$ cat src/rtl/traincontroller_arb.sv
// rtl/traincontroller_arb.sv - round-robin common-section arbiter for NTRAIN trains
//
// Purpose: grants one shared track section to one train at a time using
// round-robin priority. It stops every other train that has approached, steers
// the switches to the owner, and latches a fault if the owner holds the section
// for too long.
//
// Ports:
//   clk_i      system clock, rising edge
//   reset_i    synchronous active-high reset
//   s_app_i    approach sensor per train (level)
//   s_exit_i   exit sensor per train (level)
//   clear_i    fault acknowledge, only acted on in FAULT
//   dir_o      per-train drive, bits [2i+1:2i]: 01 forward, 00 stop
//   sw_o       switch steering, equals the owner index while owned, else 0
//   sw_en_o    high while the section is owned
//   busy_o     high in OCC
//   fault_o    high in FAULT
module traincontroller_arb #(
    parameter int  NTRAIN      = 3,
    parameter int  TIMEOUT_CYC = 1000,
    parameter int  TW          = 16,
    localparam int IW          = (NTRAIN > 2) ? $clog2(NTRAIN) : 1
) (
    input  logic                clk_i,
    input  logic                reset_i,
    input  logic [NTRAIN-1:0]   s_app_i,
    input  logic [NTRAIN-1:0]   s_exit_i,
    input  logic                clear_i,
    output logic [2*NTRAIN-1:0] dir_o,
    output logic [IW-1:0]       sw_o,
    output logic                sw_en_o,
    output logic                busy_o,
    output logic                fault_o
);

    typedef enum logic [1:0] {
        ST_IDLE  = 2'd0,
        ST_OCC   = 2'd1,
        ST_FAULT = 2'd2
    } state_t;

    localparam logic [TW-1:0] TIMER_LAST = TW'(TIMEOUT_CYC - 1);
    localparam logic [IW-1:0] LAST_TRAIN = IW'(NTRAIN - 1);

    state_t              state_q, state_d;
    logic [NTRAIN-1:0]   wait_q, wait_d;
    logic [NTRAIN-1:0]   app_q;
    logic [IW-1:0]       owner_q, owner_d;
    logic [IW-1:0]       last_owner_q, last_owner_d;
    logic [TW-1:0]       timer_q, timer_d;

    logic [NTRAIN-1:0]   rise;
    logic [NTRAIN-1:0]   owner_mask;
    logic                grant_found;
    logic [IW-1:0]       grant_idx;
    logic [IW-1:0]       scan_idx;

    // Round-robin scan. Offsets are visited from farthest to nearest so that the
    // nearest pending train after last_owner overwrites any farther candidate.
    always_comb begin
        grant_found = 1'b0;
        grant_idx   = '0;
        scan_idx    = '0;
        for (int off = NTRAIN; off >= 1; off--) begin
            scan_idx = IW'((int'(last_owner_q) + off) % NTRAIN);
            if (wait_q[scan_idx]) begin
                grant_found = 1'b1;
                grant_idx   = scan_idx;
            end
        end
    end

    always_comb begin
        owner_mask           = '0;
        owner_mask[owner_q]  = 1'b1;
        rise                 = s_app_i & ~app_q;
        // The owner re-triggering its own approach sensor must not queue a
        // second request behind itself.
        if (state_q == ST_OCC) begin
            rise = rise & ~owner_mask;
        end
    end

    always_comb begin
        state_d      = state_q;
        wait_d       = wait_q | rise;
        owner_d      = owner_q;
        last_owner_d = last_owner_q;
        timer_d      = timer_q;
        case (state_q)
            ST_IDLE: begin
                if (grant_found) begin
                    owner_d             = grant_idx;
                    last_owner_d        = grant_idx;
                    wait_d[grant_idx]   = 1'b0;
                    timer_d             = '0;
                    state_d             = ST_OCC;
                end
            end
            ST_OCC: begin
                timer_d = timer_q + 1'b1;
                // Exit is checked first so it wins over a same-cycle timeout.
                if (s_exit_i[owner_q]) begin
                    state_d = ST_IDLE;
                end else if (timer_q == TIMER_LAST) begin
                    state_d = ST_FAULT;
                end
            end
            ST_FAULT: begin
                if (clear_i) begin
                    state_d = ST_IDLE;
                end
            end
            default: begin
                state_d = ST_IDLE;
            end
        endcase
    end

    always_ff @(posedge clk_i) begin
        if (reset_i) begin
            state_q      <= ST_IDLE;
            wait_q       <= '0;
            app_q        <= '0;
            owner_q      <= '0;
            last_owner_q <= LAST_TRAIN;
            timer_q      <= '0;
        end else begin
            state_q      <= state_d;
            wait_q       <= wait_d;
            app_q        <= s_app_i;
            owner_q      <= owner_d;
            last_owner_q <= last_owner_d;
            timer_q      <= timer_d;
        end
    end

    // Moore outputs, decoded from registered state only.
    always_comb begin
        dir_o = '0;
        for (int i = 0; i < NTRAIN; i++) begin
            dir_o[2*i +: 2] = ((state_q == ST_FAULT) || wait_q[i]) ? 2'b00 : 2'b01;
        end
        busy_o  = (state_q == ST_OCC);
        fault_o = (state_q == ST_FAULT);
        sw_en_o = (state_q == ST_OCC);
        sw_o    = (state_q == ST_OCC) ? owner_q : '0;
    end

endmodule

$ cat config.mk
export PLATFORM = sky130hd
export DESIGN_NAME = traincontroller_arb
export DESIGN_NICKNAME = d
export VERILOG_FILES = /design/src/rtl/traincontroller_arb.sv
export SDC_FILE = /design/constraint.sdc
export NUM_CORES = 1
export LEC_CHECK = 0
export BUFFER_PORTS_ARGS = -buffer_cell sky130_fd_sc_hd__buf_4
export CAP_MARGIN = 30
export CORE_ASPECT_RATIO = 1.1
export CORE_MARGIN = 2
export CORE_UTILIZATION = 55
export CTS_CLUSTER_SIZE = 30
export DETAILED_ROUTE_END_ITERATION = 8
export PLACE_DENSITY = 0.82
export SYNTH_ARGS = -nofsm -noshare
export SYNTH_HDL_FRONTEND = slang
export SYNTH_SLANG_ARGS = --single-unit
$ cat constraint.sdc
create_clock -name clk_i -period 2.8 [get_ports clk_i]
set_input_delay 0.28 -clock clk_i [delete_from_list [all_inputs] [get_ports clk_i]]
set_output_delay 0.28 -clock clk_i [all_outputs]
set_load 0.05 [all_outputs]
==> results of run 1 <==
[cell type report]
type | count | area share, %
multi-input cells | 144 | 55.3
flip-flops and latches | 27 | 30.7
repair buffers | 17 | 7.24
inverters | 13 | 2.77
well taps | 33 | 2.34
clock buffers | 3 | 1.28
clock inverters | 1 | 0.426
[routing by layer]
layer / track usage [%] / wire, µm
met1: 26.7 / 1610
met2: 40.0 / 1860
met3: 2.94 / 137
met4: 7.14 / 36
met5: 0 / 0
[kinds of logic after synthesis]
kind of cell	count (synthesis)	synth area share, %
and+or+nand+nor	80	25.0
AOI/OAI and AO/OA	48	25.3
DFF	27	33.0
buffers and inverters	26	8.01
adders and majority gates	5	3.82
muxes	5	3.05
xor gates and xnor gates	3	1.60
other	1	0.229
[sequential cells by signal (all words and copies together), names as in the netlist]
| register | flops |
|---|---|
| state_q | 2 |
| wait_q | 3 |
| last_owner_q | 1 |
| app_q | 3 |
| timer_q | 16 |
| owner_q | 2 |
[layout by cell type (no fill, tap or decap), types with 4 or more instances in the layout]
master	count
nor2_1	20
nand3_1	6
nand2b_1	7
dfxtp_1	27
buf_4	17
nor2b_1	5
a21oi_1	7
inv_1	13
nand2_1	18
ha_1	5
mux2i_1	5
a31oi_1	9
a311oi_2	4
nor3_1	8
o32ai_2	4
[stage by stage]
stage / total power [mW] / cell area (µm²) / worst slack [ns]
global placement: 1.19 / 1730 / 0.760
CTS: 1.38 / 1760 / 0.573
global route: 1.47 / 1760 / 0.439
detailed placement: 1.21 / 1730 / 0.675
finish: 1.39 / 1760 / 0.527
floorplan: 1.07 / 1650 / 0.796
[power by group]
part | internal, mW | switching (mW) | total [mW]
Clock | 0.0547 | 0.118 | 0.173
Combinational | 0.242 | 0.480 | 0.722
Sequential | 0.427 | 0.0658 | 0.493
[final timing paths]
path                              endpoint  cells past startpoint
worst max register to register  timer_q[1]                      7
worst min-delay path              app_q[0]                      2
worst max-delay path               sw_o[1]                      4
worst min register to register  timer_q[1]                      2
[worst register-to-register path, cell delays in order, from the launching register on]
cell      delay (ns)
dfxtp_1         0.48
inv_1           0.16
ha_1            0.41
o21a_1          0.18
o41a_1          0.40
buf_4           0.20
nand2b_1        0.16
a21oi_1         0.13
==> impl_metrics.env, run 1 <==
export IMPL_status="complete, no violations"
export IMPL_max_cap_violations=0
export IMPL_wl_per_cell_um=15.3
export IMPL_grt_pass1_wl_um=5870
export IMPL_timing_hold_ws_ns=0.168
export IMPL_antenna_found_initial=0
export IMPL_async_flop_share_pct=0
export IMPL_drive_gt1_share_pct=16.6
export IMPL_root_buffer="clkbuf_4"
export IMPL_post_place_cells=234
export IMPL_yosysWarnings=0
export IMPL_cts_setup_buffers=0
export IMPL_holdBufCountCts=0
export IMPL_worst_ir_drop_vdd_mv=0.720
export IMPL_die_x_um=56.1
export IMPL_hp_start="s_app_i[0]"
export IMPL_dr_first_iter_drc_count=96
export IMPL_syn2layout_area_growth_pct=7.56
export IMPL_vias=1467
export IMPL_rsz0062_at_grt="false"
export IMPL_fin_crit_ns=2.27
export IMPL_tightestPinTransition_ns=0.548
export IMPL_synth_edff_count=0
export IMPL_crit_family="simple AND/OR/NAND/NOR gates"
export IMPL_syn_avg_cell_area_um2=8.41
export IMPL_dr_pass1_iters=4
export IMPL_setup_viol=0
export IMPL_io_pins=20
export IMPL_synth_ff_type="dfxtp_1"
export IMPL_cpMaxStageDelayCell="dfxtp_1"
export IMPL_cts_resized=0
export IMPL_yosysMostFrequentCell="dfxtp_1"
export IMPL_htreeDepth=1
export IMPL_synth_cell_types=50
export IMPL_crit_chain="nand2b_1, inv_1, and2_1, buf_4"
export IMPL_slew_viol_final=0
export IMPL_reg2reg_from="owner_q[0]"
export IMPL_ys_seq_area_share_pct=33.0
export IMPL_start_util_pct=58.5
export IMPL_gp_congestion=0.909
export IMPL_path_max_fanout=15
export IMPL_viasPerCell=6.16
export IMPL_cp_end_kind="output pin"
export IMPL_synth_top_area_share_pct=33.0
export IMPL_drtAntennaViolNets=0
export IMPL_slowest_delay_ns=0.55
export IMPL_grt_max_degree=30
export IMPL_critPathLaunch="state_q[1]"
export IMPL_rows=20
export IMPL_p_leak_nw=0.636
export IMPL_cts_buffers=3
export IMPL_netlist_instances=195
export IMPL_cts_max_path_buffers=2
export IMPL_drc=0
export IMPL_core_area_mm2=0.00280
export IMPL_numClockSinks=27
export IMPL_layout_area_seq_um2=541
export IMPL_nFillCells=251
export IMPL_final_hold_viol_count=0
export IMPL_cts_tree="done"
export IMPL_path_buf_inv=2
export IMPL_setup_tns_ns=0
export IMPL_clkLatencyLatePin_ns=0.33
export IMPL_yosys_top_cells_area="dfxtp_1 (33%), nor2_1 (4.6%), nand2_1 (4.1%)"
export IMPL_skew_ns=0.00655
export IMPL_ys_top_cells_by_count="dfxtp_1 (27), nor2_1 (20), nand2_1 (18), inv_1 (13), a31oi_1 (9)"
export IMPL_grt_overflow_total=0
export IMPL_die_area_mm2=0.00343
export IMPL_hpwlAfterDp_um=2670
export IMPL_finalNetCount=220
export IMPL_pwr_density_cell_mw_per_mm2=787
export IMPL_clkTransAtPathRegs_ns=0.15
export IMPL_final_period_utilization_pct=81.2
export IMPL_hold_class="primary input to register"
export IMPL_grt_use_total_pct=21.7
export IMPL_wirelength_um=3650
export IMPL_fmaxAchievable_ghz=0.440
export IMPL_cp_arrival_ns=1.99
export IMPL_required_ns=2.52
export IMPL_utilization_pct=62.9
export IMPL_antennaDiodeCount=0
export IMPL_start_kind="register"
export IMPL_stdcell_count=238
export IMPL_path_class="register to output pin"
export IMPL_grt_pass1_vias=1300
export IMPL_synth_seq_cells=27
export IMPL_yosys_area_top_type="dfxtp_1"
export IMPL_io_buffers=16
export IMPL_die_height_um=61.3
export IMPL_relSlewSlack_pct=63.3
export IMPL_multi_input_area_um2=975
export IMPL_syn_area_mm2=0.00164
export IMPL_ff2ff_setup_slack_ns=0.61
(Power assumes the default switching activity.)
==> run 2: changes to the inputs <==
==> constraint.sdc (replaced) <==
create_clock -name clk_i -period 2.2 [get_ports clk_i]
set_input_delay 0.22 -clock clk_i [delete_from_list [all_inputs] [get_ports clk_i]]
set_output_delay 0.22 -clock clk_i [all_outputs]
set_load 0.05 [all_outputs]
==> run 2 against run 1 <==
  * Utilization up 1.2 points
  * Register-to-register slack worse by 0.44 ns
  * Worst setup slack lost 0.37 ns
  * Non-clock buffer count rose by 2
  * Sequential share of layout area shrank 0.58 points
  * Flip-flop and latch count unchanged
  * Clock power grew 29%
  * Cell area grew 1.9%
  * First-iteration DRC count increased by 26%
==> impl_metrics.env, run 2 (synthesized netlist as in run 1, its figures left out) <==
export IMPL_wl_met1_um=1600
export IMPL_cp_arrival_ns=1.82
export IMPL_status="complete, no violations"
export IMPL_rsz0062_at_grt="false"
export IMPL_tightestPinTransition_ns=0.551
export IMPL_p_leak_nw=0.652
export IMPL_final_hold_viol_count=0
export IMPL_rows=20
export IMPL_vias=1480
export IMPL_die_area_mm2=0.00343
export IMPL_core_area_mm2=0.00280
export IMPL_path_class="register to output pin"
export IMPL_worst_ir_drop_vdd_mv=1.00
export IMPL_die_height_um=61.3
export IMPL_grt_use_total_pct=22.6
export IMPL_cts_buffers=3
export IMPL_grt_pass1_vias=1374
export IMPL_finalNetCount=222
export IMPL_top_register="timer_q"
export IMPL_pwr_density_cell_mw_per_mm2=1000
export IMPL_hpwlAfterDp_um=2610
export IMPL_hold_class="primary input to register"
export IMPL_wirelength_um=3600
export IMPL_holdBufCountCts=0
export IMPL_htreeDepth=1
export IMPL_top_regs="timer_q: 16 flops, app_q: 3 flops, wait_q: 3 flops"
export IMPL_fmaxAchievable_ghz=0.490
export IMPL_timing_hold_ws_ns=0.0893
export IMPL_cts_setup_buffers=0
export IMPL_antennaDiodeCount=0
export IMPL_fin_ws_ns=0.161
export IMPL_root_buffer="clkbuf_4"
export IMPL_power_switching_uw=861
export IMPL_clkTransAtPathRegs_ns=0.16
export IMPL_relSlewSlack_pct=63.0
export IMPL_setup_tns_ns=0
export IMPL_sw_frac_of_total_pct=47.7
export IMPL_drive_gt1_share_pct=19.8
export IMPL_max_cap_violations=0
export IMPL_cts_tree="done"
export IMPL_met2_length_um=1740
export IMPL_wl_per_cell_um=15.0
export IMPL_viasPerCell=6.17
export IMPL_antenna_found_initial=0
export IMPL_grt_overflow_total=0
export IMPL_final_common_cell="dfxtp_1"
export IMPL_cts_resized=0
export IMPL_fin_crit_ns=2.04
export IMPL_dr_pass1_iters=4
export IMPL_grt_max_degree=30
export IMPL_p_seq_share_pct=34.6
export IMPL_top_layer_used="met4"
export IMPL_hp_start="s_app_i[0]"
export IMPL_p_total_mw=1.80
export IMPL_grt_pass1_wl_um=6200
export IMPL_cts_max_path_buffers=2
export IMPL_critPathLaunch="state_q[1]"
export IMPL_p_int_uw=944
export IMPL_numClockSinks=27
export IMPL_drc=0
export IMPL_required_ns=1.98
export IMPL_skew_ns=0.0153
export IMPL_power_share_clock_pct=12.4
export IMPL_slew_viol_final=0
export IMPL_mostFrequentLayoutCells="dfxtp_1 (27), nor2_1 (20), buf_4 (19)"
export IMPL_cp_end_kind="output pin"
export IMPL_comb_power_share_pct=53.0
export IMPL_dr_wl_met3_um=182
export IMPL_preCtsSetupSlack_ns=0.111
export IMPL_dr_first_iter_drc_count=121
export IMPL_syn2layout_area_growth_pct=9.62
export IMPL_setup_viol=0
export IMPL_largest_reg_flops=16
export IMPL_reg2reg_from="last_owner_q[1]"
export IMPL_path_max_fanout=14
export IMPL_drtAntennaViolNets=0
export IMPL_start_kind="register"
export IMPL_gp_congestion=0.912
export IMPL_die_x_um=56.1
export IMPL_io_pins=20
export IMPL_start_util_pct=58.5
export IMPL_final_period_utilization_pct=92.7
export IMPL_io_buffers=16
export IMPL_clkLatencyLatePin_ns=0.34
-- run 2: critical path, stage by stage, from the launching register on --
cell	delay, ns
dfxtp_1	0.54
nand2b_1	0.41
inv_1	0.11
buf_4	0.21
buf_4	0.20
-- run 2: path summary, 6_finish.rpt --
| path | to | cells after the start | slack (ns) |
|---|---|---|---|
| max | busy_o | 4 | 0.16 |
| max reg2reg | timer_q[8] | 8 | 0.17 |
| min | app_q[0] | 2 | 0.09 |
| min reg2reg | timer_q[1] | 2 | 0.53 |
-- run 2: power groups by stage --
| stage | Clock [mW] | Sequential, mW | Combinational, mW |
|---|---|---|---|
| 2_1_floorplan | 0 | 0.601 | 0.761 |
| 3_3_place_gp | 0 | 0.630 | 0.900 |
| 6_report | 0.224 | 0.624 | 0.956 |
| 4_1_cts | 0.231 | 0.621 | 0.932 |
| 5_1_grt | 0.250 | 0.635 | 1.04 |
| 3_5_place_dp | 0 | 0.632 | 0.930 |
-- run 2: final cells by class --
class / count / area [µm²]
clock buffers: 3 / 22.5
clock inverters: 1 / 7.51
fillers: 230 / 1010
inverters: 13 / 48.8
multi-input cells: 144 / 993
flip-flops and latches: 27 / 541
well taps: 33 / 41.3
repair buffers: 19 / 143
-- run 2: through the flow --
| stage | area (µm²) | util (%) | cells |
|---|---|---|---|
| 6_report | 1800 | 64.1 | 240 |
| 5_1_grt | 1800 | 64.1 | 240 |
| 4_1_cts | 1780 | 63.4 | 240 |
| 3_5_place_dp | 1750 | 62.4 | 236 |
| 3_3_place_gp | 1750 | 62.4 | 236 |
| 2_1_floorplan | 1650 | - | 197 |
-- run 2: layer usage --
layer	vias to the layer above	global-route usage, %
met5	-	0
met4	0	10.5
met3	9	2.31
met2	57	38.8
met1	690	29.2
li1	724	-
==> run 3: changes to the inputs <==
--- a/config.mk
+++ b/config.mk
@@ -9,10 +9,11 @@
 export CAP_MARGIN = 30
 export CORE_ASPECT_RATIO = 1.1
 export CORE_MARGIN = 2
-export CORE_UTILIZATION = 55
+export CORE_UTILIZATION = 54
+export CTS_BUF_LIST = sky130_fd_sc_hd__clkbuf_8
 export CTS_CLUSTER_SIZE = 30
 export DETAILED_ROUTE_END_ITERATION = 8
-export PLACE_DENSITY = 0.82
+export PLACE_DENSITY = 0.84
 export SYNTH_ARGS = -nofsm -noshare
 export SYNTH_HDL_FRONTEND = slang
 export SYNTH_SLANG_ARGS = --single-unit
==> constraint.sdc (replaced) <==
create_clock -name clk_i -period 1.77 [get_ports clk_i]
set_input_delay 0.177 -clock clk_i [delete_from_list [all_inputs] [get_ports clk_i]]
set_output_delay 0.177 -clock clk_i [all_outputs]
set_load 0.05 [all_outputs]
==> run 3 against run 2 <==
  * The run now ends with setup timing left
  * Routed wire length up 60%
  * Combinational power rose by 100%
  * Sequential power grew 30%
  * Clock skew down 0.011 ns
  * Global-route usage is 4.8 points higher
  * Critical path depth rose by 4
  * Cell area increased by 20%
  * Flip-flop and latch count stayed put
  * Total power grew 72%
  * Die area is 1.7% higher
==> impl_metrics.env, run 3 (synthesized netlist as in run 1, its figures left out) <==
export IMPL_p_leak_nw=0.785
export IMPL_clkLatencyLatePin_ns=0.28
export IMPL_antennaDiodeCount=0
export IMPL_top_regs="timer_q: 16 flops, app_q: 3 flops, wait_q: 3 flops"
export IMPL_start_kind="register"
export IMPL_cp_arrival_ns=2.19
export IMPL_wirelength_um=5770
export IMPL_grt_use_total_pct=27.4
export IMPL_die_area_mm2=0.00349
export IMPL_placed_area_mm2=0.00188
export IMPL_violations="setup timing"
export IMPL_multi_input_area_mm2=0.00119
export IMPL_start_util_pct=58.0
export IMPL_fin_crit_ns=1.98
export IMPL_grt_pass1_wl_um=7280
export IMPL_nFillCells=186
export IMPL_cp_end_kind="register"
export IMPL_gp_congestion=0.983
export IMPL_p_total_mw=3.11
export IMPL_core_area_mm2=0.00283
export IMPL_grt_overflow_total=0
export IMPL_htreeDepth=1
export IMPL_final_common_cell="buf_4"
export IMPL_vias=1786
export IMPL_holdBufCountCts=0
export IMPL_final_hold_viol_count=0
export IMPL_worst_ir_drop_vdd_mv=1.04
export IMPL_drtAntennaViolNets=0
export IMPL_timing_hold_ws_ns=0.111
export IMPL_stdcell_count=257
export IMPL_io_pins=20
export IMPL_viasPerCell=6.95
export IMPL_path_max_fanout=8
export IMPL_cts_tree="done"
export IMPL_setup_viol=23
export IMPL_numClockSinks=27
export IMPL_die_height_um=61.8
export IMPL_preCtsSetupSlack_ns=-0.217
export IMPL_skew_ns=0.00475
export IMPL_pwr_density_cell_mw_per_mm2=1440
export IMPL_dr_pass1_iters=5
export IMPL_final_period_utilization_pct=112
export IMPL_finalNetCount=239
export IMPL_fin_ws_ns=-0.205
export IMPL_root_buffer="clkbuf_8"
export IMPL_hpwlAfterDp_um=3050
export IMPL_dr_first_iter_drc_count=182
export IMPL_antenna_found_initial=0
export IMPL_slew_viol_final=0
export IMPL_hold_class="primary input to register"
export IMPL_largest_reg_flops=16
export IMPL_mostFrequentLayoutCells="buf_4 (32), dfxtp_1 (23), nor2_1 (17), nand2_1 (17), inv_1 (12)"
export IMPL_grt_max_degree=30
export IMPL_rsz0062_at_grt="true"
export IMPL_rows=20
export IMPL_layout_area_seq_um2=551
export IMPL_clkTransAtPathRegs_ns=0.10
export IMPL_drive_gt1_share_pct=39.3
export IMPL_grt_pass1_vias=1522
export IMPL_post_route_cell_area_mm2=0.00216
export IMPL_status="finished with violations"
export IMPL_fmaxAchievable_ghz=0.506
export IMPL_top_register="timer_q"
export IMPL_syn2layout_area_growth_pct=32.1
export IMPL_die_x_um=56.5
export IMPL_cts_buffers=3
export IMPL_max_cap_violations=0
export IMPL_drc=0
export IMPL_cts_max_path_buffers=2
export IMPL_wl_per_cell_um=22.4
export IMPL_io_buffers=16
export IMPL_path_class="register to register"
export IMPL_required_ns=1.99
export IMPL_post_place_cells=248
[run 3: layout make-up]
class / instances / area share, %
multi-input combinational: 144 / 54.9
sequential: 27 / 25.4
timing repair buffer: 36 / 13.2
inverter: 13 / 2.49
clock buffer: 3 / 1.91
tap: 33 / 1.91
clock inverter: 1 / 0.173
[run 3: metal layers]
layer / track usage (%) / share of wire [%] / up-vias
met5: 0 / 0 / -
met4: 11.9 / 5.4 / 0
met3: 4.35 / 11 / 44
met2: 48.7 / 49 / 176
met1: 33.5 / 35 / 808
li1: - / - / 758
[run 3: where the power goes]
group          total (mW)  internal, mW  switching, mW
clock network       0.361         0.156          0.205
logic                1.94         0.809           1.13
registers           0.814         0.684          0.129
[run 3: repair_timing]
item / 4_1_cts / 5_1_grt
setup buffers: 2 / 3
pin swaps: 10 / 12
gates resized for setup: 14 / 30
endpoints found under the setup margin: 24 / 24
[run 3: worst paths after layout]
kind / from / to / slack [ns] / cells after the start
max: owner_q[0] / timer_q[8] / -0.21 / 8
min: s_app_i[2] / app_q[2] / 0.11 / 2
max reg2reg: owner_q[0] / timer_q[8] / -0.21 / 8
min reg2reg: timer_q[1] / timer_q[1] / 0.51 / 2
[run 3: critical path, cell delays in order (launching register included)]
cell and delay [ns]:
dfxtp_4 0.39, inv_4 0.09, ha_4 0.19, a21bo_4 0.18, a31oi_4 0.14, o41a_1 0.45
buf_6 0.17, o22a_1 0.19, nor2_1 0.11
[run 3: per-stage QoR]
step / utilization (%) / TNS, ns
6_report: 76.5 / -2.85
5_1_grt: 76.5 / -3.61
4_1_cts: 71.0 / -1.85
3_5_place_dp: 66.6 / -1.55
3_3_place_gp: 66.6 / -0.241
2_1_floorplan: - / 0
